===== config.mk =====
export PLATFORM = sky130hd
export DESIGN_NAME = hb_data_ram_arbiter
export DESIGN_NICKNAME = d
export VERILOG_FILES = /design/src/rtl/hb_data_ram_arbiter_pkg.sv /design/src/rtl/hb_data_ram_arbiter_rr.sv /design/src/rtl/hb_data_ram_arbiter.sv
export SDC_FILE = /design/constraint.sdc
export NUM_CORES = 1
export LEC_CHECK = 0
export CORE_ASPECT_RATIO = 2
export CORE_MARGIN = 2
export CORE_UTILIZATION = 40
export DETAILED_ROUTE_END_ITERATION = 10
export GPL_ROUTABILITY_DRIVEN = 0
export GPL_TIMING_DRIVEN = 0
export PLACE_DENSITY = 0.88
export RECOVER_POWER = 50
export SYNTH_ARGS = -nofsm -noshare
export SYNTH_HDL_FRONTEND = slang
export SYNTH_SLANG_ARGS = --single-unit

===== constraint.sdc =====
create_clock -name hb_clk -period 2.1 [get_ports hb_clk]
set_clock_uncertainty 0.1 [all_clocks]
set_input_delay 0.42 -clock hb_clk [delete_from_list [all_inputs] [get_ports hb_clk]]
set_output_delay 0.42 -clock hb_clk [all_outputs]
set_load 0.05 [all_outputs]

===== src/rtl/hb_data_ram_arbiter_pkg.sv =====
// Shared types and helpers for the data-RAM arbiter.
package hb_data_ram_arbiter_pkg;

  typedef enum logic [1:0] {
    IDLE  = 2'd0,
    ISSUE = 2'd1,
    RWAIT = 2'd2,
    RESP  = 2'd3
  } arb_state_e;

  typedef struct packed {
    logic        we;
    logic [31:0] addr;
    logic [31:0] wdata;
    logic [1:0]  width;
  } hb_mreq_t;

  localparam logic [1:0] W_BYTE = 2'b00;
  localparam logic [1:0] W_HALF = 2'b01;
  localparam logic [1:0] W_WORD = 2'b10;

  // Width 11 is never legal; half and word accesses must be naturally aligned.
  function automatic logic is_illegal(input logic [1:0] width, input logic [1:0] addr_lo);
    return (width == 2'b11) ||
           ((width == W_HALF) && addr_lo[0]) ||
           ((width == W_WORD) && (addr_lo != 2'b00));
  endfunction

endpackage


===== src/rtl/hb_data_ram_arbiter_rr.sv =====
// Two-way round-robin pick with a registered last-grant pointer.
module hb_rr_arbiter2 (
  input  logic       i_clk,
  input  logic       i_rst,
  input  logic [1:0] i_req,
  input  logic       i_upd,
  input  logic       i_upd_idx,
  output logic       o_vld,
  output logic       o_idx
);
  logic r_last;

  // Remember who was served last; reset value makes M0 win the first tie.
  always_ff @(posedge i_clk) begin
    if (i_rst)      r_last <= 1'b1;
    else if (i_upd) r_last <= i_upd_idx;
  end

  // Single requester wins outright; on a tie the master not served last wins.
  always_comb begin
    o_vld = |i_req;
    o_idx = 1'b0;
    if (i_req == 2'b11) o_idx = ~r_last;
    else                o_idx = i_req[1];
  end
endmodule


===== src/rtl/hb_data_ram_arbiter.sv =====
// Two-master arbiter and access sequencer for the data-RAM port.
module hb_data_ram_arbiter
  import hb_data_ram_arbiter_pkg::*;
#(
  parameter int TIMEOUT = 15,
  parameter int CNT_W   = $clog2(TIMEOUT + 1)
) (
  input  logic            hb_clk,
  input  logic            hb_rst,
  input  logic [1:0]      m_req,
  input  logic [1:0]      m_we,
  input  logic [1:0][31:0] m_addr,
  input  logic [1:0][31:0] m_wdata,
  input  logic [1:0][1:0] m_width,
  output logic [1:0]      m_done,
  output logic [1:0]      m_err,
  output logic [31:0]     m_rdata,
  output logic            busy,
  output logic            ram_ren,
  output logic            ram_wen,
  output logic [31:0]     ram_raddr,
  output logic [31:0]     ram_waddr,
  output logic [31:0]     ram_wdata,
  output logic [1:0]      ram_write_width,
  input  logic [31:0]     ram_rdata,
  input  logic            ram_read_finish,
  input  logic            ram_write_finish
);
  localparam logic [CNT_W-1:0] TO_LIM = CNT_W'(TIMEOUT);

  arb_state_e       r_state, w_state_nxt;
  hb_mreq_t         r_req, w_win_req;
  logic             r_idx, r_err, w_err_nxt;
  logic [31:0]      r_rdata;
  logic [CNT_W-1:0] r_cnt, w_cnt_nxt, w_cnt_inc;
  logic [1:0]       r_mask, w_elig;
  logic             w_arb_vld, w_arb_idx, w_latch, w_cap, w_upd, w_fin, w_bad;

  // A master whose done pulse just went out is ignored for one cycle so a
  // late-dropped request is not granted twice.
  assign w_elig    = m_req & ~r_mask;
  assign w_cnt_inc = r_cnt + CNT_W'(1);
  assign w_fin     = r_req.we ? ram_write_finish : ram_read_finish;

  hb_rr_arbiter2 u_rr (
    .i_clk     (hb_clk),
    .i_rst     (hb_rst),
    .i_req     (w_elig),
    .i_upd     (w_upd),
    .i_upd_idx (r_idx),
    .o_vld     (w_arb_vld),
    .o_idx     (w_arb_idx)
  );

  // Winner's request as it will be latched; the legality check looks at
  // exactly these bits so a rejected access reaches RESP one cycle later.
  always_comb begin
    w_win_req.we    = m_we[w_arb_idx];
    w_win_req.addr  = m_addr[w_arb_idx];
    w_win_req.wdata = m_wdata[w_arb_idx];
    w_win_req.width = m_width[w_arb_idx];
    w_bad           = is_illegal(w_win_req.width, w_win_req.addr[1:0]);
  end

  // State register.
  always_ff @(posedge hb_clk) begin
    if (hb_rst) r_state <= IDLE;
    else        r_state <= w_state_nxt;
  end

  // Next-state and datapath control.
  always_comb begin
    w_state_nxt = r_state;
    w_latch     = 1'b0;
    w_cap       = 1'b0;
    w_upd       = 1'b0;
    w_err_nxt   = r_err;
    w_cnt_nxt   = r_cnt;
    case (r_state)
      IDLE: begin
        if (w_arb_vld) begin
          w_latch     = 1'b1;
          w_err_nxt   = w_bad;
          w_state_nxt = w_bad ? RESP : ISSUE;
        end
      end
      ISSUE: begin
        w_cnt_nxt = '0;
        // A read finish here cannot be legal (the RAM registers it), so only
        // the write path looks at the finish in this cycle.
        if (r_req.we && ram_write_finish) w_state_nxt = RESP;
        else                              w_state_nxt = RWAIT;
      end
      RWAIT: begin
        if (w_fin) begin
          w_cap       = ~r_req.we;
          w_state_nxt = RESP;
        end else if (w_cnt_inc == TO_LIM) begin
          w_err_nxt   = 1'b1;
          w_state_nxt = RESP;
        end else begin
          w_cnt_nxt = w_cnt_inc;
        end
      end
      RESP: begin
        w_upd       = 1'b1;
        w_state_nxt = IDLE;
      end
      default: w_state_nxt = IDLE;
    endcase
  end

  // Request latch, result, timeout counter and one-cycle done mask.
  always_ff @(posedge hb_clk) begin
    if (hb_rst) begin
      r_req   <= '0;
      r_idx   <= 1'b0;
      r_err   <= 1'b0;
      r_rdata <= '0;
      r_cnt   <= '0;
      r_mask  <= '0;
    end else begin
      r_err  <= w_err_nxt;
      r_cnt  <= w_cnt_nxt;
      r_mask <= m_done;
      if (w_latch) begin
        r_req   <= w_win_req;
        r_idx   <= w_arb_idx;
        r_rdata <= '0;
      end else if (w_cap) begin
        r_rdata <= ram_rdata;
      end
    end
  end

  // Master-side response, only meaningful in RESP.
  always_comb begin
    m_done  = 2'b00;
    m_err   = 2'b00;
    m_rdata = '0;
    if (r_state == RESP) begin
      m_done[r_idx] = 1'b1;
      m_err[r_idx]  = r_err;
      m_rdata       = r_rdata;
    end
  end

  assign busy            = (r_state != IDLE);
  assign ram_ren         = (r_state == ISSUE) && !r_req.we;
  assign ram_wen         = (r_state == ISSUE) &&  r_req.we;
  assign ram_raddr       = r_req.addr;
  assign ram_waddr       = r_req.addr;
  assign ram_wdata       = r_req.wdata;
  assign ram_write_width = r_req.width;

endmodule


==> flow_metrics.tcl, run 1 <==
set metrics [dict create \
    viasPerCell 4.82 \
    tightest_slew_ps 588 \
    drt-total-wl_um 18700 \
    synth_cell_types 35 \
    initial_utilization_pct 41.1 \
    synth_top_area_share_pct 38.4 \
    cts-buffers-inserted 9 \
    grt_pass1_vias 5645 \
    path_max_fanout 6 \
    hold_ws_ps 350 \
    syn_area_um2 5740 \
    period_share_pct 95.6 \
    syn_to_final_growth_pct 59.7 \
    clk_path_buf_depth 2 \
    grt_max_degree 20 \
    cts_max_level 3 \
    critPathLaunchType "register" \
    synthCells 660 \
    antenna_found_initial 0 \
    synthTopCellsByArea "dfxtp_1 (38%), buf_4 (13%), mux2i_1 (12%)" \
    yosys_most_used_dff "dfxtp_1" \
    layout.nets 1156 \
    worstSetupPathType "reg -> out" \
    die_area_um2 15400 \
    synth.most_common_cell "dfxtp_1" \
    hold_viol_final 0 \
    setup_viol 0 \
    fin_area_um2 9160 \
    ctsHoldBuffers 0 \
    min_period_ps 2010 \
    hp-class "reg -> reg" \
    power_mw 11.6 \
    synth-edff-count 0 \
    grt_usage_pct 23.9 \
    dp_hpwl_um 15500 \
    leakage_nw 4.32 \
    synth_area_per_cell_um2 8.69 \
    cp-startpoint "r_state[0]" \
    antenna_cells 0 \
    clockRootBuffer "clkbuf_16" \
    synth_top_area_cell "dfxtp_1" \
    drv_slew 0 \
    fmax_ghz 0.498 \
    clock-sinks 110 \
    synth_common_cells "dfxtp_1 (110), buf_4 (103), nor2_1 (76), a211oi_1 (70), mux2i_1 (69)" \
    ios 309 \
    hp-start "r_rdata[2]" \
    dieWidth_um 88.7 \
    relSlewSlack_pct 61.0 \
    drcViolationCount 0 \
    rsz0062_at_grt "no" \
    postRouteAntennaNets 0 \
    cp-end-kind "primary output" \
    dr.pass1.iters 4 \
    worstPathRequired_ps 1580 \
    rows 61 \
    timing.rr.start "r_state[0]" \
    async_reset_ff_share_pct 0 \
    synth_warnings 0 \
    core_um2 14000 \
    fin_util_pct 65.6 \
    yosysSeqAreaShare_pct 38.4 \
    drtIter0Drc 126 \
    wl_per_cell_um 15.9 \
    gr-total-overflow 0 \
    cp_data_arrival_time_ps 1490 \
    die_height_um 173 \
    cts_tree "done" \
    synth_nets 838 \
    layout_setup_ws_ps 91.5 \
    ir_drop_mv 0.894 \
    power_density_nw_per_um2 1260 \
    vias 5644 \
    place_area_um2 9050 \
    drive_above_1_share_pct 19.4 \
    timing.max_cap.violations 0 \
    port_buffers 307 \
    grt_pass1_wl_um 28400 \
    clock_latency_ps 350 \
    pre_cts_slack_ps -560 \
    synth-seq-cells 110 \
    status "complete, no violations" \
    post_cts_buffers 0 \
    clkTransAtPathRegs_ps 80 \
]
==> cells by family after synthesis <==
family	Yosys count	share of synthesized area, %
AND/OR/NAND/NOR	205	16.3
multiplexers	69	12.0
AO/OA/AOI/OAI	122	14.4
flip-flops	110	38.4
buffers and inverters	148	17.6
adder cells (fa/ha/maj)	6	1.31
==> path summary, 6_finish.rpt <==
check	end	slack [ps]	cells after the start
max reg2reg	ram_wdata[18]	150	7
max	busy	90	4
min	r_rdata[2]	350	2
min reg2reg	r_rdata[2]	350	2
==> final cells by class <==
| cell class | instances | area, um^2 |
|---|---|---|
| plain buffers | 143 | 1010 |
| clock buffers | 10 | 239 |
| clock inverters | 6 | 52.6 |
| fillers | 1239 | 4810 |
| inverters | 5 | 18.8 |
| multi-input cells | 402 | 2550 |
| flip-flops and latches | 110 | 2200 |
| well taps | 189 | 236 |
| repair buffers | 307 | 2850 |
==> worst max-delay path, stage by stage (launching register included) <==
cell	delay [ps]
dfxtp_2	380
inv_1	90
ha_1	270
inv_1	170
buf_4	230
==> report_power, final <==
group	internal, mW	total (mW)	leakage [nW]	switching [mW]
combinational	2.43	6.83	3.27	4.40
sequential	2.63	3.04	0.905	0.405
clock	0.860	1.69	0.143	0.827
total	5.93	11.6	4.32	5.63
==> state kept, by name (all words and copies together), names as in the netlist, 2 cells and up <==
| signal | cells |
|---|---|
| ram_raddr | 32 |
| r_mask | 2 |
| r_cnt | 4 |
| ram_write_width | 2 |
| r_rdata | 32 |
| r_state | 2 |
| ram_wdata | 32 |
==> what timing repair did <==
| action | CTS | global route |
|---|---|---|
| gates resized for setup | 323 | 21 |
| cloned | 0 | 0 |
| endpoints found under the setup margin | 203 | 90 |
| pin swaps | 0 | 1 |
==> per-stage QoR <==
stage               TNS [ps]  std cells
finish                     0       1172
global route               0       1172
CTS                     -662       1172
detailed placement    -40270       1156
global placement      -35460       1156
floorplan                  0        660
==> routing by layer <==
layer  vias up  wire length (um)  track usage [%]
met3        31              1110             4.38
met1      2615              6510             24.4
met4         0               457             7.70
met5         -                 0                0
li1       2785                 -                -
met2       213             10600             46.2
==> cells in the final DEF (no fill, tap or decap), drive strengths merged, types with 3 or more instances in the layout <==
cell	instances
nand2b	5
clkdlybuf4s50	170
dlygate4sd2	97
inv	8
a211oi	70
a21oi	41
nor3	3
and2	36
ha	6
buf	52
dfxtp	110
nor2b	6
mux2i	69
nor2	77
nand3	6
nand2	67
clkbuf	138
(Power assumes the default switching activity.)
==> inputs of run 2 (changes only) <==
--- a/config.mk
+++ b/config.mk
@@ -5,14 +5,17 @@
 export SDC_FILE = /design/constraint.sdc
 export NUM_CORES = 1
 export LEC_CHECK = 0
+export ABC_AREA = 1
+export CAP_MARGIN = 20
 export CORE_ASPECT_RATIO = 2
 export CORE_MARGIN = 2
-export CORE_UTILIZATION = 40
+export CORE_UTILIZATION = 41
 export DETAILED_ROUTE_END_ITERATION = 10
 export GPL_ROUTABILITY_DRIVEN = 0
 export GPL_TIMING_DRIVEN = 0
-export PLACE_DENSITY = 0.88
+export PLACE_DENSITY = 0.87
 export RECOVER_POWER = 50
+export SLEW_MARGIN = 40
 export SYNTH_ARGS = -nofsm -noshare
 export SYNTH_HDL_FRONTEND = slang
 export SYNTH_SLANG_ARGS = --single-unit
==> run 2 against run 1 <==
  * Core utilization fell by 1.9 points
  * Worst hold slack got worse by 30 ps
  * Die area up 8.0%
  * First-iteration DRC count grew 56%
  * Routed wire length increased by 6.6%
  * Fmax shrank 0.77%
  * Total power decreased by 10%
  * Global-route usage fell by 0.094 points
  * Register-to-register slack barely moved
  * Critical endpoint is now ram_wdata[18]
==> flow_metrics.tcl, run 2 <==
set metrics [dict create \
    status "complete, no violations" \
    hold_viol_final 0 \
    synth_area_per_cell_um2 7.94 \
    switching_share_pct 47.3 \
    die_area_um2 16600 \
    rows 64 \
    clk_path_buf_depth 2 \
    syn_to_final_growth_pct 52.2 \
    leakage_nw 4.80 \
    initial_utilization_pct 41.8 \
    power.switching_mw 4.91 \
    synth_common_cells "dfxtp_1 (110), nand2_1 (103), buf_4 (100), nand3_1 (81), inv_1 (58)" \
    post_cts_buffers 0 \
    p_clk_share_pct 16.0 \
    grt_pass1_wl_um 31300 \
    layout_setup_ws_ps 75.9 \
    synth_cell_types 32 \
    vias 6212 \
    core_um2 15200 \
    dp_hpwl_um 16500 \
    slowest_delay_ps 530 \
    synth_warnings 0 \
    clockRootBuffer "clkbuf_16" \
    layout.cells.most_common_list "clkdlybuf4s50_1 (169), dfxtp_1 (108), nand2_1 (103)" \
    ctsHoldBuffers 0 \
    period_share_pct 96.4 \
    timing.rr.start "r_state[0]" \
    tightest_slew_ps 601 \
    clock-sinks 110 \
    critPathLaunchType "primary input" \
    relSlewSlack_pct 59.9 \
    p_int_mw 5.47 \
    cts_max_level 3 \
    p_seq_share_pct 27.7 \
    whs_path_depth 2 \
    clock_latency_ps 350 \
    cp_data_arrival_time_ps 2140 \
    cp-end-kind "register" \
    yosysSeqAreaShare_pct 34.6 \
    synthTopCellsByArea "dfxtp_1 (35%), buf_4 (12%), mux2_4 (9.4%)" \
    port_buffers 306 \
    pre_cts_slack_ps -792 \
    synth.most_common_cell "dfxtp_1" \
    grt_usage_pct 23.8 \
    die_height_um 180 \
    syn_area_um2 6360 \
    grt_max_degree 19 \
    antenna_found_initial 0 \
    min_period_ps 2020 \
    synth-edff-count 0 \
    path_buf_inv 3 \
    async_reset_ff_share_pct 0 \
    clkTransAtPathRegs_ps 80 \
    layout_commonest_cell "clkdlybuf4s50_1" \
    comb_power_share_pct 56.3 \
    layout.nets 1295 \
    synth_nets 979 \
    rsz0062_at_grt "no" \
    hp-start "hb_rst" \
    gr-total-overflow 0 \
    power_density_nw_per_um2 1070 \
    dr.pass1.iters 4 \
    setup_viol 0 \
    min_to "r_mask[1]" \
    fmax_ghz 0.494 \
    r2r-end "r_req[66]" \
    critical-path-top-delay-family "buffers and inverters" \
    drtIter0Drc 197 \
    antenna_cells 0 \
    wl_per_cell_um 15.1 \
    fillCellCount 1345 \
    drive_above_1_share_pct 22.7 \
    viasPerCell 4.71 \
    path_max_fanout 10 \
    hp-class "in -> reg" \
    critical-path-slowest-cell "clkdlybuf4s50_1" \
    cts-buffers-inserted 9 \
    r2r.worst_path.cells 6 \
    drt-total-wl_um 19900 \
    synth_top_area_cell "dfxtp_1" \
    reg2reg_slack_ps 160 \
    timing.max_cap.violations 0 \
    worstSetupPathType "in -> reg" \
    synth-seq-cells 110 \
    synthCells 801 \
    grt_pass1_vias 6257 \
    crit_chain "clkdlybuf4s50_1 -> nand3_4 -> nand2_4 -> clkbuf_2 -> mux2_1 -> inv_2 -> o21ai_1" \
    drcViolationCount 0 \
    synth_top_area_share_pct 34.6 \
    postRouteAntennaNets 0 \
    ir_drop_mv 0.534 \
    worstPathRequired_ps 2220 \
    drv_slew 0 \
    yosys_most_used_dff "dfxtp_1" \
    dieWidth_um 92.1 \
    cts_tree "done" \
    power_mw 10.4 \
    ios 309 \
]
==> run 2: worst reg2reg max path, delay by kind of cell, from the launching register on <==
| kind | cells | cell delay, ps |
|---|---|---|
| buffers and inverters | 3 | 740 |
| AOI/OAI and AO/OA | 1 | 100 |
| DFF | 1 | 390 |
| adders and majority gates | 1 | 300 |
| and+or+nand+nor | 1 | 180 |
==> run 2: area by class of cell <==
cell class	instances	area (um^2)	area share (%)
well taps	198	248	2.56
plain buffers	147	993	10.3
clock inverters	5	38.8	0.400
flip-flops and latches	110	2210	22.8
inverters	122	458	4.73
multi-input cells	421	2680	27.7
repair buffers	306	2820	29.1
clock buffers	11	243	2.51
==> run 2: cell families after synthesis <==
group / after synthesis / share of synthesized area, %
AOI/OAI and AO/OA: 113 / 9.63
adders and majority gates: 6 / 1.18
buffers and inverters: 270 / 23.0
DFF: 110 / 34.6
muxes: 62 / 13.3
and+or+nand+nor: 240 / 18.2
==> run 2: how the worst max path moves through the flow <==
stage          slack, ps  cells after the start             to        from
2_1_floorplan         70                      4       m_err[1]  r_state[0]
3_3_place_gp        -760                      6    m_rdata[30]  r_state[0]
3_5_place_dp        -790                      6    m_rdata[30]  r_state[0]
4_1_cts              0.7                      5    m_rdata[20]  r_state[0]
5_1_grt                2                      9   ram_raddr[6]    m_req[1]
6_report              80                      7  ram_wdata[18]    m_req[0]
==> run 2: timing repair <==
action,in CTS,in global routing
endpoints found under the setup margin,137,40
resized for setup,299,24
cloned,0,0
==> run 2: stage by stage <==
stage               cell area (um^2)  hold WS [ps]  utilization [%]  TNS (ps)  instances
floorplan                       6370           345                -         0        801
global placement                9680           351             63.6    -32020       1305
detailed placement              9680           355             63.6    -35000       1305
CTS                             9730           311             63.9         0       1320
global route                    9690           354             63.7         0       1320
finish                          9690           321             63.7         0       1320
==> run 2: layer usage <==
| layer | part of all wire [%] | wire (um) | global-route usage, % | up-vias |
|---|---|---|---|---|
| li1 | - | - | - | 3120 |
| met1 | 32 | 6410 | 21.4 | 2804 |
| met2 | 58 | 11600 | 48.9 | 250 |
| met3 | 6.3 | 1260 | 5.10 | 38 |
| met4 | 3.2 | 638 | 9.55 | 0 |
| met5 | 0 | 0 | 0 | - |
==> run 2: power groups by stage <==
stage               combinational, mW  sequential [mW]  clock, mW
detailed placement               6.37             2.91          0
floorplan                        4.44             2.80          0
CTS                              5.98             2.88       1.70
global placement                 6.28             2.89          0
finish                           5.85             2.87       1.66
global route                     6.22             2.94       1.80
==> inputs of run 3 (changes only) <==
--- a/config.mk
+++ b/config.mk
@@ -9,11 +9,11 @@
 export CAP_MARGIN = 20
 export CORE_ASPECT_RATIO = 2
 export CORE_MARGIN = 2
-export CORE_UTILIZATION = 41
+export CORE_UTILIZATION = 37
 export DETAILED_ROUTE_END_ITERATION = 10
 export GPL_ROUTABILITY_DRIVEN = 0
 export GPL_TIMING_DRIVEN = 0
-export PLACE_DENSITY = 0.87
+export PLACE_DENSITY = 0.83
 export RECOVER_POWER = 50
 export SLEW_MARGIN = 40
 export SYNTH_ARGS = -nofsm -noshare
==> constraint.sdc (replaced) <==
create_clock -name hb_clk -period 1.7 [get_ports hb_clk]
set_clock_uncertainty 0.1 [all_clocks]
set_input_delay 0.34 -clock hb_clk [delete_from_list [all_inputs] [get_ports hb_clk]]
set_output_delay 0.34 -clock hb_clk [all_outputs]
set_load 0.05 [all_outputs]
==> run 3 against run 2 <==
  * Via count rose by 2.7%
  * Worst setup slack got worse by 250 ps
  * Sequential share of layout area fell by 2.1 points
  * Die area rose by 10%
  * Worst hold slack got worse by 55 ps
  * Critical endpoint is now m_rdata[28]
  * The run now ends with setup timing left
  * Register-to-register slack got worse by 120 ps
  * Count of clock-buffer cells in the layout did not move
  * Sequential power rose by 25%
  * Combinational power rose by 42%
  * Design area rose by 10%
==> flow_metrics.tcl, run 3 (synthesized netlist as in run 2, its figures left out) <==
set metrics [dict create \
    dp_hpwl_um 16900 \
    vias 6380 \
    rsz0062_at_grt "yes" \
    timing.rr.start "r_state[0]" \
    comb_power_share_pct 59.8 \
    pre_cts_slack_ps -1100 \
    worstPathRequired_ps 1260 \
    grt_max_degree 18 \
    min_period_ps 1880 \
    die_height_um 189 \
    switching_share_pct 46.0 \
    failed_checks "setup timing" \
    tightest_slew_ps 589 \
    grt_pass1_wl_um 31800 \
    drt-total-wl_um 21000 \
    fin_util_pct 63.7 \
    cts_tree "done" \
    grt_usage_pct 21.6 \
    layout_commonest_cell "clkdlybuf4s50_1" \
    dr.pass1.iters 4 \
    power.switching_mw 6.38 \
    grt_pass1_vias 6390 \
    hp-start "hb_rst" \
    critical-path-slowest-cell "dfxtp_4" \
    crit_chain "ha_4 -> clkbuf_16 -> nand2_2 -> clkinvlp_4 -> buf_6" \
    fmax_ghz 0.532 \
    port_buffers 306 \
    critPathLaunchType "register" \
    slowest_delay_ps 370 \
    hold_ws_ps 266 \
    core_um2 16800 \
    power_mw 13.9 \
    wl_per_cell_um 15.7 \
    cts-buffers-inserted 9 \
    antenna_found_initial 0 \
    layout_setup_ws_ps -179 \
    setup_viol 38 \
    ios 309 \
    worstSetupPathType "reg -> out" \
    cts_max_level 3 \
    timing.max_cap.violations 0 \
    power_density_nw_per_um2 1300 \
    status "finished, violations left" \
    drv_slew 0 \
    layout.cells.most_common_list "clkdlybuf4s50_1 (167), buf_4 (111), dfxtp_1 (105)" \
    antenna_cells 0 \
    syn_to_final_growth_pct 67.9 \
    clock-sinks 110 \
    drtIter0Drc 121 \
    hp-class "in -> reg" \
    p_seq_share_pct 25.9 \
    ir_drop_mv 0.751 \
    p_int_mw 7.49 \
    drcViolationCount 0 \
    drive_above_1_share_pct 41.3 \
    postRouteAntennaNets 0 \
    cp-end-kind "primary output" \
    cp-startpoint "r_state[1]" \
    leakage_nw 4.46 \
    clock_latency_ps 340 \
    clk_path_buf_depth 2 \
    gr-total-overflow 0 \
    initial_utilization_pct 38.0 \
    ctsHoldBuffers 0 \
    hold_viol_final 0 \
    layout.nets 1307 \
    dieWidth_um 96.7 \
    clkTransAtPathRegs_ps 70 \
    clockRootBuffer "clkbuf_16" \
    die_area_um2 18300 \
    relSlewSlack_pct 60.8 \
    rows 67 \
    cp_data_arrival_time_ps 1440 \
    viasPerCell 4.76 \
    period_share_pct 111 \
    p_clk_share_pct 14.3 \
    path_max_fanout 10 \
]
run 3: path summary, 6_finish.rpt:
path | end | slack, ps | cells after the start
setup reg to reg | r_cnt[0] | 40 | 9
hold / removal | r_mask[1] | 270 | 2
setup / recovery | m_rdata[28] | -180 | 5
hold reg to reg | ram_wdata[29] | 370 | 2
run 3: per-layer routing:
| layer | global-route usage [%] | vias up | share of wire (%) |
|---|---|---|---|
| met5 | 0 | - | 0 |
| met4 | 8.18 | 0 | 3.1 |
| met3 | 4.65 | 39 | 5.5 |
| met2 | 45.0 | 221 | 60 |
| met1 | 19.6 | 2962 | 32 |
| li1 | - | 3158 | - |
run 3: power groups by stage:
stage | combinational (mW) | sequential (mW) | clock [mW]
after global routing | 8.74 | 3.66 | 2.13
after detailed placement | 7.88 | 3.62 | 0
final | 8.29 | 3.59 | 1.99
after global placement | 7.78 | 3.59 | 0
after CTS | 7.99 | 3.59 | 2.05
after floorplan | 5.51 | 3.47 | 0
run 3: worst max-delay path: cells and delay by family, from the launching register on:
family | cells | cell delay (ps)
flops | 1 | 370
fa+ha+maj | 1 | 210
buf+inv | 3 | 430
simple gates | 1 | 90
run 3: area by class of cell:
| cell class | instances | area (um^2) |
|---|---|---|
| plain buffers | 146 | 1090 |
| clock buffers | 11 | 243 |
| clock inverters | 4 | 32.5 |
| fillers | 1403 | 6080 |
| inverters | 122 | 578 |
| multi-input cells | 422 | 2900 |
| flip-flops and latches | 110 | 2210 |
| well taps | 207 | 259 |
| repair buffers | 318 | 3360 |
run 3: repair_timing:
item,in CTS,in global routing
gates resized for setup,634,86
endpoints found under the setup margin,236,143
pin swaps,4,7
setup buffers,3,8
cloned,0,2
run 3: through the flow:
step | TNS (ps) | instance area, um^2 | cells
6_report | -5000 | 10700 | 1340
5_1_grt | -7210 | 10700 | 1340
4_1_cts | -5740 | 10400 | 1331
3_5_place_dp | -81190 | 9830 | 1314
3_3_place_gp | -79230 | 9830 | 1314
2_1_floorplan | -1870 | 6510 | 801
